`src/rtl/hazard_stall_ctrl.sv`:
```
// Load-use and multiply/divide hazard detection for the ID stage: drives the ID/EX bubble and the PC / IF/ID holds.
// Optional stall statistics counters are built when HAZARD_STATS_EN is defined.
module hazard_stall_ctrl #(
  parameter int MULT_CYCLES = 4,
  parameter int DIV_CYCLES  = 16,
  parameter int CNT_W       = 5
) (
  input  logic       clk,
  input  logic       rst,
  input  logic [4:0] RsAddr_id,
  input  logic [4:0] RtAddr_id,
  input  logic       UsesRs_id,
  input  logic       UsesRt_id,
  input  logic       MEM_MemRead_ex,
  input  logic [4:0] WrAddr_ex,
  input  logic       MD_Start_id,
  input  logic       MD_Op_id,
  input  logic       HiLoRead_id,
  output logic       stall,
  output logic       PC_we,
  output logic       IF_ID_we,
  output logic       md_busy,
  output logic       md_done
`ifdef HAZARD_STATS_EN
  ,
  output logic [31:0] lu_stall_cnt,
  output logic [31:0] md_stall_cnt
`endif
);

  typedef enum logic {IDLE, BUSY} state_t;

  state_t           state, state_nxt;
  logic [CNT_W-1:0] cnt, cnt_nxt;
  logic [CNT_W-1:0] load_val;
  logic             lu, mh, accept;

  assign lu = MEM_MemRead_ex && (WrAddr_ex != 5'd0) &&
              ((UsesRs_id && (RsAddr_id == WrAddr_ex)) ||
               (UsesRt_id && (RtAddr_id == WrAddr_ex)));
  // In the done cycle HI/LO is forwarded, so readers and new starts proceed.
  assign mh       = md_busy && (HiLoRead_id || MD_Start_id) && !md_done;
  assign stall    = lu || mh || rst;
  assign PC_we    = !stall;
  assign IF_ID_we = !stall;
  assign accept   = MD_Start_id && !stall;
  assign load_val = MD_Op_id ? CNT_W'(DIV_CYCLES) : CNT_W'(MULT_CYCLES);

  always_ff @(posedge clk) begin
    if (rst) begin
      state <= IDLE;
      cnt   <= '0;
    end else begin
      state <= state_nxt;
      cnt   <= cnt_nxt;
    end
  end

  always_comb begin
    state_nxt = state;
    cnt_nxt   = cnt;
    case (state)
      IDLE: begin
        if (accept) begin
          state_nxt = BUSY;
          cnt_nxt   = load_val;
        end
      end
      BUSY: begin
        if (cnt == CNT_W'(1)) begin
          if (accept) begin
            cnt_nxt = load_val;
          end else begin
            state_nxt = IDLE;
            cnt_nxt   = '0;
          end
        end else begin
          cnt_nxt = cnt - CNT_W'(1);
        end
      end
      default: begin
        state_nxt = IDLE;
        cnt_nxt   = '0;
      end
    endcase
  end

  always_comb begin
    md_busy = (state == BUSY);
    md_done = (state == BUSY) && (cnt == CNT_W'(1));
  end

`ifdef HAZARD_STATS_EN
  always_ff @(posedge clk) begin
    if (rst) begin
      lu_stall_cnt <= '0;
      md_stall_cnt <= '0;
    end else begin
      if (lu && (lu_stall_cnt != 32'hFFFF_FFFF)) lu_stall_cnt <= lu_stall_cnt + 32'd1;
      if (mh && (md_stall_cnt != 32'hFFFF_FFFF)) md_stall_cnt <= md_stall_cnt + 32'd1;
    end
  end
`endif

endmodule

```
`config.mk`:
```
export PLATFORM = sky130hd
export DESIGN_NAME = hazard_stall_ctrl
export DESIGN_NICKNAME = d
export VERILOG_FILES = /design/src/rtl/hazard_stall_ctrl.sv
export SDC_FILE = /design/constraint.sdc
export NUM_CORES = 1
export LEC_CHECK = 0
export ABC_CLOCK_PERIOD_IN_PS = 2800
export CAP_MARGIN = 0
export CORE_AREA = 2 2 39 41
export CTS_CLUSTER_DIAMETER = 100
export DETAILED_ROUTE_END_ITERATION = 6
export DIE_AREA = 0 0 41 43
export PLACE_DENSITY = 0.84
export SLEW_MARGIN = 10
export SYNTH_ARGS = -nofsm -noshare
export SYNTH_HDL_FRONTEND = slang
export SYNTH_SLANG_ARGS = --single-unit
```
`constraint.sdc`:
```
create_clock -name clk -period 2.8 [get_ports clk]
set_input_delay 0.42 -clock clk [delete_from_list [all_inputs] [get_ports clk]]
set_output_delay 0.42 -clock clk [all_outputs]
set_load 0.03 [all_outputs]
```
# Word-level counts from Yosys, hierarchy flattened
# Cells that the tools add are included.
# classes
add_sub_neg,1
eq_ne,4
n_mux,8
bitwise,1
reduce_logical,15
# ops
operator,n
$mux 5,4
$eq 5x5->1,2
$pmux 5 s2,1
$logic_and 1x1->1,8
$eq 5x1->1 const B,1
$reduce_bool 5->1,1
$sub 5x1->5 const B,1
$logic_or 1x1->1,4
$logic_not 1->1,2
$mux 1,2
$ne 2x2->1 const B,1
$pmux 1 s2,1
$not 1->1,1
# word_totals
regBits,6
in_bits,23
output_inout_bits,5
elab_cells,31

# Depth between registers and ports, before layout
# Gate-level depths: netlist of run 1.
# depth
depth_word,11
depth_mapped,8
depth_no_buf,8

# Least setup slack after synthesis of run 1
# OpenSTA, ideal clock, no wires.
# synth_path
path_type,input to output
from,input port WrAddr_ex[1]
to,output port PC_we
t_arrival_ns,1.818
t_required_ns,2.380
slack_ns,0.562
path_stages,5
path_buffers,1
path_cell_list,or4_1 -> o21ai_2 -> or2b_2 -> and3b_1 -> buf_4
# synth_between
elab_chain_cells,7
elab_cells_between_ends,11
cone_classes,eq/ne: 2; reduce/logical: 9
# synth_lines
element,line,rtl
"start, declared",15,"input logic [4:0] WrAddr_ex,"
$eq 5x5->1 (on tied branches),"39, 40",
$logic_and 1x1->1 (on tied branches),"39, 40",
$logic_or 1x1->1,39,((UsesRs_id && (RsAddr_id == WrAddr_ex)) ||
$logic_and 1x1->1 *,38,assign lu = MEM_MemRead_ex && (WrAddr_ex != 5'd0) &&
$logic_or 1x1->1 * (2 in series),43,assign stall = lu || mh || rst;
$logic_not 1->1 *,-,
"end, declared",20,"output logic PC_we,"
# Every way passes the cells marked *; elsewhere a longest branch is shown, timed or not.

# Worst setup path after layout of run 1
# layout_path
from,input port WrAddr_ex[0]
to,output port stall
# layout_between
elab_chain_cells,6
elab_cells_between_ends,10
cone_classes,eq/ne: 2; reduce/logical: 8
# layout_lines
element,line,rtl
$eq 5x5->1 (on tied branches),"39, 40",
$logic_and 1x1->1 (on tied branches),"39, 40",
$logic_or 1x1->1,39,
$logic_and 1x1->1 *,38,
$logic_or 1x1->1 * (2 in series),43,
"end, declared",19,"output logic stall,"
# Marked as above.

==> results, run 1 <==
- For this run, the total global-route usage over all layers was measured as 0.1837.
- For the worst setup path, the data arrival time is 2210 ps.
- The leakage component of the power is 0.0002982 uW.
- The repair_antennas step left the layout with diodes totalling 0.
- The area growth from synthesis to layout is 57.77%.
- The post-layout minimum cycle time is 2625 ps.
- The remaining design rule violation count is 0.
- In the routed layout, each cell is associated on average with a via count of 4.910.
- The number of resized instances in the post-cts repair step is 0.
- The count of nets left with antenna violations once routing finished came out at 0.
- The initial antenna violation count was 0.
- Clock tree synthesis selected as its root buffer the cell clkbuf_4.
- The weighted congestion reported at the end of routability-driven placement is 0.7852.
- VDD sags by at most between 0.2 and 0.25 mV.
- Input and output buffers added on the ports amount to 27.
- The number of warning messages in the yosys log is 0.
- The total CTS buffers is 3.
- The chip width is ~41 um.
- The total setup violations reported at the end of the flow is 0.
- The die covers 1763 um2.
- In the final routed layout, each cell accounts on average for 11.90 um.
- Clock-pin slew was measured on the worst setup and hold paths at 50 ps.
- For this block, the via count after detailed routing is 545.
- The critical path is of the in2out type.
- The register bit total from synthesis is 6.
- The achievable frequency is 0.3810 GHz.
- The initial DRC count is 4.
- The unique cell type count in the Yosys netlist is 26.
- Summed over all failing endpoints, the final setup total negative slack is 0 ps.
- For the final database, setup skew stands at 9.550 ps.
- The global-route wire length before repair is 2270 um.
- The run finished with clean final reports.
- Measured against its own limit, the worst slew margin works out to 0.7688.
- The area inside the core boundary is 1384 um2.
- Setup repair after global routing left no endpoint under its margin.
- The HPWL after detailed placement is 1092 um.
- For this run, the register share of the synthesized area comes to 0.2330.
- The cell area after placement is 790.8 um2.
- TritonCTS built the clock tree.
- Clock latency on the worst-skew pair, taken at its later pin, is 250 ps.
- The total routed wirelength is roughly 1300 um.
- The share of layout cells above drive strength 1 is 0.1263.
- For the pin with the worst max-slew slack, the measured transition is about 340 ps.
- In this run the worst hold path is classified as reg2reg.
- The number of nets in the finished design is 122.
- The number of nets handed over by synthesis was 91.
- Summing all non-filler instances in the final layout gives an area of 813.3 um2.
- In this run the number of H-tree levels came out at 1.
- The power density over cell area is roughly 380 nW/um2.
- In this run the post-CTS setup repair buffer count came out at 0.
- Across the run, the number of max-cap violations was 0.
- The number of pins exceeding their max-slew limit in the final report is 0.
- After filler insertion, the fill cell instance count of the layout stands at 128.
- The average size of a mapped cell is 7.811 um2.
- Entering global routing, the biggest net connects 9 pins.
- For the worst setup path, the data required time is 2380 ps.
- For this design, the sink count on the clock tree is 6.
- After global routing the overflow that remains totals 0.
- Summing every instance area after synthesis gives 515.5 um2.
- The via count of the first global-routing pass is about 540.
- The clock passes through at most 2 buffers.
- Along the worst path, the maximum fanout reaches 4.
- The number of hold-slack violations in the final timing report is 0.
- The number of hold buffers added after CTS is 0.
- The element type at the critical path start is an input pin.
- The starting density of the core is 0.3725.
- The count of standard-cell rows is 14.
- After technology mapping, the gate count stands at 66.
- The worst setup path is captured at an output port.
- The die height is approximately 43 um.
- The first-pass iteration count of the detailed router is 2.
- The final worst-path cycle share is 0.9375.
- For this design the top-level I/O count stands at 28.
[logic make-up after synthesis]
logic type,count (synthesis),share of synthesized area
adders and majority gates,2,0.04854
DFF,6,0.2330
and+or+nand+nor,28,0.2985
AOI/OAI and AO/OA,13,0.1796
muxes,1,0.01942
buffers and inverters,6,0.05096
xor gates and xnor gates,10,0.1699
[worst max-delay path: stages]
cell and delay, ps:
clkdlybuf4s50_1 560, xnor2_1 140, nand4_1 130, o22ai_2 220
or2b_2 350, and3b_1 200, inv_2 50, buf_4 140
[registers in the layout (all words and copies together), names as in the netlist]
signal,count
cnt,5
md_busy,1
[routing by layer]
metal / GRT usage / vias to the layer above / wire length [um]
li1: - / 286 / -
met1: 0.2219 / 241 / 563
met2: 0.3000 / 16 / 666
met3: 0.05759 / 2 / 77
met4: 0.04667 / 0 / 14
met5: 0 / - / 0
[synth_stat cells]
master | count | share of area
xnor2_1 | 10 | 0.17
nor2_1 | 7 | 0.051
dfxtp_1 | 6 | 0.23
a21oi_1 | 4 | 0.039
inv_1 | 4 | 0.029
nand2_1 | 4 | 0.029
nand4_1 | 3 | 0.036
nor3_1 | 3 | 0.029
o21ai_0 | 3 | 0.029
a31oi_1 | 2 | 0.024
and2_1 | 2 | 0.024
ha_1 | 2 | 0.049
nor2b_1 | 2 | 0.024
o21ai_2 | 2 | 0.034
and2b_1 | 1 | 0.015
and3b_1 | 1 | 0.017
buf_4 | 1 | 0.015
inv_2 | 1 | 0.0073
mux2i_1 | 1 | 0.019
nand3_1 | 1 | 0.0097
nand3b_1 | 1 | 0.015
nor4b_1 | 1 | 0.017
o21a_4 | 1 | 0.029
o22ai_2 | 1 | 0.024
or2b_2 | 1 | 0.017
or4_1 | 1 | 0.015
[path summary, 6_finish.rpt]
check	from	end	slack, ps	cells past startpoint
worst max-delay path	WrAddr_ex[0]	stall	170	8
worst min-delay path	cnt[4]	cnt[4]	520	2
worst max register to register	cnt[1]	cnt[3]	1170	8
worst min register to register	cnt[4]	cnt[4]	520	2
[stage by stage]
step / cells / utilization / hold slack [ps] / setup slack [ps] / total power (uW)
2_1_floorplan: 66 / - / 468.7 / 562.3 / 174.5
3_3_place_gp: 108 / 0.5714 / 497.7 / 229.1 / 226.9
3_5_place_dp: 108 / 0.5714 / 510.7 / 179.6 / 229.3
4_1_cts: 111 / 0.5877 / 517.9 / 169.1 / 310.5
5_1_grt: 111 / 0.5877 / 555.3 / 14.53 / 329.9
6_report: 111 / 0.5877 / 520.2 / 175.0 / 308.6
[report_power, final]
group	internal, uW	switching (uW)
clock	48.5	31.6
combinational	68.0	56.3
sequential	94.5	9.71
total	211	97.6
[cell type report]
class	count	area [um2]	area share
timing repair buffer	27	262.8	0.3231
tap	16	20.02	0.02462
sequential	6	120.1	0.1477
clock buffer	3	22.52	0.02769
inverter	5	18.77	0.02308
multi-input combinational	54	369.1	0.4538
[cell usage in the layout (no fill, tap or decap)]
cell,instances
nor2b_1,2
and2b_1,1
dfxtp_1,6
nand3_1,1
or2b_2,1
o21ai_0,3
nand3b_1,1
or4_1,1
o22ai_2,1
o21ai_2,2
nand4_1,3
a21oi_1,4
xnor2_1,10
o21a_4,1
clkbuf_4,3
nand2_1,4
inv_1,4
inv_2,1
and2_1,2
mux2i_1,1
nor2_1,7
ha_1,2
a31oi_1,2
and3b_1,1
nor4b_1,1
clkdlybuf4s50_1,24
nor3_1,3
buf_4,3
No activity file was read; power rests on OpenSTA's default activity.
==> inputs of run 2 (changes only) <==
Settings changed: CAP_MARGIN 0 to 20, RECOVER_POWER set to 50.
==> results, run 2 (synthesis gave the netlist of run 1 again) <==
- The all-layer global routing usage is 0.1837.
- The congestion estimate from routability-driven global placement came to around 0.79.
- The critical path in this run is classified as in2out.
- Internal power comes to ~210 uW.
- The run finished with clean final reports.
- The number of hold-slack violations in the final timing report was 0.
- The clock network fraction of total power is 0.263.
- The share of layout cells above drive strength 1 is 0.1158.
- The total vias in the final route is 541.
- Measured against its own limit, the worst slew margin works out to 0.7701.
- The combinational power share is 0.399.
- Along the worst path, the maximum fanout reaches 4.
- The worst setup path is captured at an output port.
- The number of I/O port buffers is 27.
- The worst hold path belongs to the class reg2reg.
- The remaining design rule violation count is 0.
- The via density per instance is 4.874.
- After the first detailed-routing iteration, the DRC count stood at 11.
- In this run the number of H-tree levels came out at 1.
- The leakage component of the power is 0.0002992 uW.
- Dividing the final minimum period by the clock period gives 0.9375.
- The combined area of the multi-input logic cells is roughly 370 um2.
- The insertion delay to the later sink of the worst-skew pair is roughly 250 ps.
- The design draws 307.7 uW.
- The register with the most flip-flops in the layout has 5 of them.
- The worst path required time is 2380 ps.
- Max-cap violations in this run came to 0.
- Based on the critical path, the design can be clocked at up to approximately 0.38 GHz.
- The number of pins exceeding their max-slew limit in the final report is 0.
- Setup repair after global routing left no endpoint under its margin.
- Leaving out fill and tap cells, the most frequent cells in the layout are 23 x clkdlybuf4s50_1, 10 x xnor2_1, 7 x nor2_1, 6 x dfxtp_1.
- The number of buffers on the longest clock path is 2.
- Subtracting the final worst setup slack from the clock period gives 2625 ps.
- The die covers 1763 um2.
- The chip width is 41 um.
- For this run, the detailed router's first-pass iteration total came to 4.
- IR analysis of the VDD net gives a maximum drop of between 0.2 and 0.25 mV.
- For this run the aggregate overflow at the end of global routing stands at 0.
- The area inside the core boundary is about 1400 um2.
- Of the total power, registers draw 0.337.
- After clock tree synthesis, the flow added hold-fix buffers numbering 0.
- The detail route stage leaves a number of antenna-violating nets equal to 0.
- The HPWL after detailed placement is 1092 um.
- The number of resized instances in the post-cts repair step is 0.
- The total setup violations reported at the end of the flow is 0.
- The initial antenna violation count is 0.
- After filler insertion, the fill cell instance count of the layout stands at 130.
- The clock transition at the registers of the reported paths is 50 ps.
- Data arrives at the worst endpoint at approximately 2200 ps.
- The total CTS buffers is 3.
- The root buffer cell is clkbuf_4.
- At the pin with the least slew margin, the transition time is 340.0 ps.
- The maximum number of pins on one net before global-route repair is 9.
- The starting density of the core is 0.3725.
- The total routed wirelength is 1325 um.
- The floorplan has 14 rows.
- TritonCTS built the clock tree.
- The I/O pin total is 28.
- The number of nets in the finished design is 122.
- Of the total power, the share spent switching nets is 0.3169.
- The clock net in this run drives a total of 6 sinks.
- The library cell used most frequently in the layout, excluding fill and tap cells, is clkdlybuf4s50_1.
- The area growth from synthesis to layout is 57.04%.
- The total net switching power is around 98 uW.
- The post-route clock skew is 10.50 ps.
- The die height is 43 um.
- Counting flops per register, the top entry is cnt.
- The via count of the first global-routing pass came to 537.
- The setup TNS is 0 ps.
- In the final routed layout, each cell accounts on average for 11.94 um.
- Power spread over the standard cell area amounts to 380.1 nW/um2.
- The number of setup buffers added after CTS is 0.
- Summing all flip-flop and latch instances after layout gives roughly 120 um2.
- The element type at the critical path start is an input pin.
- The count of inserted antenna diode cells is 0.
- The first global-routing pass estimated 2270 um of wire.
==> run 2: per-layer routing <==
layer | routed length (um) | global-route usage
met1 | 576 | 0.2219
met3 | 71 | 0.05759
met4 | 14 | 0.04667
met5 | 0 | 0
met2 | 663 | 0.3000
==> run 2: layout make-up <==
class / count / area share
Sequential cell: 6 / 0.1484
Multi-Input combinational cell: 54 / 0.4513
Tap cell: 16 / 0.02473
Clock buffer: 3 / 0.02782
Timing Repair Buffer: 27 / 0.3246
Inverter: 5 / 0.02318
==> run 2: worst paths after layout <==
path / end / slack [ps] / from / depth (start not counted)
worst max-delay path: stall / 170 / WrAddr_ex[0] / 8
worst min-delay path: cnt[4] / 520 / cnt[4] / 2
worst max register to register: cnt[3] / 1170 / cnt[1] / 8
worst min register to register: cnt[4] / 520 / cnt[4] / 2
==> run 2: metrics by stage <==
step	hold slack, ps	setup WS (ps)	cell area [um2]	std cells	util
global placement	497.7	229.1	790.8	108	0.5714
CTS	517.9	169.1	813.3	111	0.5877
floorplan	468.7	562.3	515.5	66	-
detailed placement	510.7	179.6	790.8	108	0.5714
global route	555.3	14.53	809.5	111	0.5850
finish	521.0	175.0	809.5	111	0.5850
==> run 2: power by group through the flow <==
stage	registers [uW]	clock network [uW]	logic, uW
4_1_cts	104	82.3	124
3_5_place_dp	105	0	124
5_1_grt	105	87.1	136
6_report	104	81.0	123
2_1_floorplan	105	0	69.1
3_3_place_gp	105	0	122
==> run 2: worst max-delay path: stages <==
cell             delay, ps
clkdlybuf4s50_1        560
xnor2_1                140
nand4_1                130
o22ai_2                220
or2b_2                 350
and3b_1                200
inv_2                   50
buf_4                  140
==> inputs of run 3 (changes only) <==
Settings changed: CTS_CLUSTER_DIAMETER 100 to 150.
==> results of run 3 <==
The final DEF is identical to that of run 2; final timing and power are the same.
